--- config.mk ---
export PLATFORM = sky130hd
export DESIGN_NAME = xor_nbit_stream
export DESIGN_NICKNAME = d
export VERILOG_FILES = /design/src/rtl/xor_nbit_stream.sv
export SDC_FILE = /design/constraint.sdc
export NUM_CORES = 1
export LEC_CHECK = 0
export CAP_MARGIN = 20
export CORE_UTILIZATION = 28
export CTS_BUF_LIST = sky130_fd_sc_hd__clkbuf_8
export CTS_CLUSTER_SIZE = 40
export DETAILED_ROUTE_END_ITERATION = 10
export SETUP_SLACK_MARGIN = 0.2
export SYNTH_ARGS = -nofsm -noshare
export SYNTH_HDL_FRONTEND = slang
export SYNTH_SLANG_ARGS = --single-unit
--- constraint.sdc ---
create_clock -name clk -period 2.3 [get_ports clk]
set_clock_uncertainty 0.05 [all_clocks]
set_input_delay 0.345 -clock clk [delete_from_list [all_inputs] [get_ports clk]]
set_output_delay 0.345 -clock clk [all_outputs]
set_load 0.01 [all_outputs]
--- src/rtl/xor_nbit_stream.sv ---
// xor_nbit_stream
// Streaming, registered bitwise XOR unit. Each accepted beat computes
// d = x ^ y and then applies a per-beat mode: XOR, XNOR, single-bit parity,
// or an XOR-checksum accumulated over a frame. There is one registered
// output beat per result.
//
// Ports
//   clk, rst_n           clock, asynchronous active-low reset
//   in_valid / in_ready  input handshake for x, y, mode, in_last
//   x, y                 WIDTH-bit operands
//   mode                 00 XOR, 01 XNOR, 10 ACCUM, 11 PARITY
//   in_last              closes an ACCUM frame
//   out_valid/out_ready  output handshake for z, parity, ovf
//   z                    WIDTH-bit result
//   parity               XOR-reduction of z
//   ovf                  ACCUM frame force-closed at MAX_BEATS
//   busy                 an ACCUM frame is open
module xor_nbit_stream #(
    parameter int WIDTH     = 4,
    parameter int MAX_BEATS = 16,
    parameter int CNT_W     = 5
) (
    input  logic             clk,
    input  logic             rst_n,
    input  logic             in_valid,
    output logic             in_ready,
    input  logic [WIDTH-1:0] x,
    input  logic [WIDTH-1:0] y,
    input  logic [1:0]       mode,
    input  logic             in_last,
    output logic             out_valid,
    input  logic             out_ready,
    output logic [WIDTH-1:0] z,
    output logic             parity,
    output logic             ovf,
    output logic             busy
);

    localparam logic [1:0] MODE_XOR    = 2'b00;
    localparam logic [1:0] MODE_XNOR   = 2'b01;
    localparam logic [1:0] MODE_ACCUM  = 2'b10;
    localparam logic [1:0] MODE_PARITY = 2'b11;

    localparam logic [CNT_W-1:0] MAX_CNT = CNT_W'(MAX_BEATS);

    typedef enum logic {IDLE, ACC} state_t;

    state_t           state, state_n;
    logic [WIDTH-1:0] acc, acc_n;
    logic [CNT_W-1:0] cnt, cnt_n;
    logic [CNT_W-1:0] cnt_inc;
    logic [WIDTH-1:0] d;
    logic [WIDTH-1:0] res;
    logic             emit;
    logic             ovf_n;
    logic             accept;

    // A held output only blocks the input if the sink is not taking it now,
    // so a full register still streams one beat per cycle.
    assign in_ready = !out_valid || out_ready;
    assign accept   = in_valid && in_ready;
    assign d        = x ^ y;
    assign cnt_inc  = cnt + CNT_W'(1);
    assign busy     = (state == ACC);

    always_ff @(posedge clk or negedge rst_n) begin
        if (!rst_n) begin
            state <= IDLE;
            acc   <= '0;
            cnt   <= '0;
        end else begin
            state <= state_n;
            acc   <= acc_n;
            cnt   <= cnt_n;
        end
    end

    always_comb begin
        state_n = state;
        acc_n   = acc;
        cnt_n   = cnt;
        emit    = 1'b0;
        res     = d;
        ovf_n   = 1'b0;
        if (accept) begin
            case (mode)
                MODE_XOR: begin
                    emit = 1'b1;
                    res  = d;
                end
                MODE_XNOR: begin
                    emit = 1'b1;
                    res  = ~d;
                end
                MODE_PARITY: begin
                    emit   = 1'b1;
                    res    = '0;
                    res[0] = ^d;
                end
                MODE_ACCUM: begin
                    if (state == IDLE) begin
                        if (in_last) begin
                            // single-beat frame: result is d itself
                            emit = 1'b1;
                            res  = d;
                        end else begin
                            state_n = ACC;
                            acc_n   = d;
                            cnt_n   = CNT_W'(1);
                        end
                    end else if (in_last || cnt_inc == MAX_CNT) begin
                        emit    = 1'b1;
                        res     = acc ^ d;
                        ovf_n   = !in_last;
                        acc_n   = '0;
                        cnt_n   = '0;
                        state_n = IDLE;
                    end else begin
                        acc_n = acc ^ d;
                        cnt_n = cnt_inc;
                    end
                end
                default: ;
            endcase
        end
    end

    // Non-ACCUM beats inside an open frame go through the cases above
    // without touching acc/cnt/state, so the frame simply stays open.
    always_ff @(posedge clk or negedge rst_n) begin
        if (!rst_n) begin
            out_valid <= 1'b0;
            z         <= '0;
            parity    <= 1'b0;
            ovf       <= 1'b0;
        end else if (emit) begin
            out_valid <= 1'b1;
            z         <= res;
            parity    <= ^res;
            ovf       <= ovf_n;
        end else if (out_ready) begin
            out_valid <= 1'b0;
        end
    end

endmodule

==> metrics <==
outcome=finished, final reports clean; total core area=0.00406 mm^2; Final period util=89.5%; post-layout util=44.6%; Reg clk slew, reported paths=70 ps; die width=67.3 um; max-cap viol count=0; initial antenna violation count=0; clock sinks=17; relative slew slack=69.1%; first-pass GRT wire length=5420 um; layout cells sized above 1=30.2%; total gr overflow=0; gr usage total=15.8%; CTS buffer count=3; Gate Count Post-Synth=141; Design Power=1.15 mW; Root Driver=clkbuf_8; DR pass1 iterations=4; Worst Path Class, Setup=reg2reg; minimum clock period=2060 ps; prevailing post-synth register cell=dfrtp_1; Final Setup Violations=0; most common cell in the netlist=nand2_1; Synth area leaders=dfrtp_1 36%, a21oi_1 7.1%, nand2_1 6.3%; Yosys cell types=37; Site Rows=23; Initial Util=29.4%; fmax=0.486 GHz; Layout area overhead=51.8%; routed wire length per instance=13.1 um; min-delay worst type=in2async; Worst-Margin Slew=459 ps; Max clock buf depth=2; Final Hold Viols=0; RD Place Congestion=0.882; I/O Pins=24; Post-DP HPWL=2390 um; post-synth top area share=35.7%; DR iter-0 viols=72; P_leak=0.761 nW; vias per cell=5.04; cell taking the most area after synthesis=dfrtp_1; vias=1220; Yosys Warn Count=0; CP max FO=7; average size of a mapped cell=8.46 um^2; die span in y=67.3 um; Pins Over Slew Limit=0; TritonCTS clock tree=yes; Routed Wire Length=3170 um; Setup crit end kind=flop; drc violations=0; Mapped Nets=157; Post-Synthesis Cell Area=0.00119 mm^2; final worst slack=242 ps; CP arrival=2150 ps; Seq cells post-synth=17; ANT cells=0; die area=0.00452 mm^2; Finished Cell Area=0.00181 mm^2; critical path startpoint category=flop; Place WS=-161 ps; worst vdd ir=0.394 mV; unrepaired setup endpoints after global routing=no; power density cells=635 mW/mm^2; post-route ant nets=0; fin nets=209; asr flop ratio synth=100%; depth of the CTS H-tree=1; number of synthesized flops with an enable pin=0; largest net degree at the start of global routing=18; WP data required=2390 ps; Worst R2R Setup Slack=240 ps; Placed Instance Area=0.00165 mm^2; Commonest cells post-synth=20 x nand2_1, 17 x a21oi_1, 17 x dfrtp_1; vias in the first global route=1192; register area share after synthesis=35.7%; Port Buffers=23; clk_lat worst skew=250 ps
[report_power, final]
| group | total (mW) | internal, mW | switching, mW |
|---|---|---|---|
| Combinational | 0.479 | 0.271 | 0.208 |
| Sequential | 0.448 | 0.367 | 0.0811 |
| Clock | 0.223 | 0.120 | 0.103 |
| Total | 1.15 | 0.758 | 0.391 |
[metrics by stage]
stage | std cells | hold WS (ps) | setup TNS, ps
3_5_place_dp | 233 | 439 | -161
5_1_grt | 242 | 400 | 0
2_1_floorplan | 141 | -0.591 | 0
4_1_cts | 239 | 380 | 0
6_report | 242 | 369 | 0
3_3_place_gp | 233 | 427 | -95.0
[cells by family (layout without fill, tap and decap cells)]
| group | after synthesis | after routing | share of synthesized area (%) |
|---|---|---|---|
| AND/OR/NAND/NOR | 49 | 49 | 18.3 |
| XOR/XNOR | 10 | 10 | 11.0 |
| flip-flops | 17 | 17 | 35.7 |
| multiplexers | 5 | 5 | 4.62 |
| AO/OA/AOI/OAI | 49 | 49 | 25.9 |
| adder cells (fa/ha/maj) | 1 | 1 | 1.05 |
| buffers and inverters | 10 | 61 | 3.46 |
[layer usage]
| layer | wire length (um) | vias up | share of wire (%) | global-route usage [%] |
|---|---|---|---|---|
| met5 | 0 | - | 0 | 0 |
| met3 | 172 | 4 | 5.4 | 3.55 |
| met4 | 35 | 0 | 1.1 | 3.19 |
| li1 | - | 610 | - | - |
| met1 | 1450 | 568 | 46 | 21.3 |
| met2 | 1510 | 38 | 48 | 25.6 |
[final cells by class]
type	count	area (um^2)
fillers	402	2250
multi-input cells	114	792
repair buffers	54	470
flip-flops and latches	17	428
well taps	50	62.6
clock buffers	3	41.3
inverters	3	11.3
clock inverters	1	5.00
[sequential cells by signal (all words and copies together), names as in the netlist]
register	cells
busy	1
ovf	1
acc	4
z	4
out_valid	1
parity	1
cnt	5
[placed cells by master (no fill, tap or decap), types with 4 or more instances in the layout]
cell type,n
a21oi_1,16
a22oi_1,4
buf_4,29
clkdlybuf4s50_1,17
dfrtp_1,15
dlygate4sd2_1,4
mux2_2,4
nand2_1,19
nand3_1,6
nor2_1,9
nor3_1,8
o21ai_0,10
o31ai_1,4
[worst max-delay path, stage by stage, from the launching register on]
cell and delay [ps]:
dfrtp_2 450, and4b_1 230, a21oi_2 170, o21a_4 210, nor3_1 60, a211o_1 320
xor2_2 190, xnor2_1 180, a21oi_1 80
[final timing paths]
path / endpoint / cells after the start / start
min reg2reg: z[3] / 1 / z[3]
max reg2reg: parity / 8 / cnt[1]
max in group asynchronous: cnt[0] / 2 / rst_n
min: acc[3] / 2 / rst_n
min in group clk: z[3] / 1 / z[3]
max: parity / 8 / cnt[1]
[what timing repair did]
item,4_1_cts,5_1_grt
buffers inserted,2,3
pin swaps,6,5
setup endpoints to repair,1,2
hold buffers,0,0
hold endpoints to repair,0,0
gates resized for setup,6,17
(Power assumes the default switching activity.)
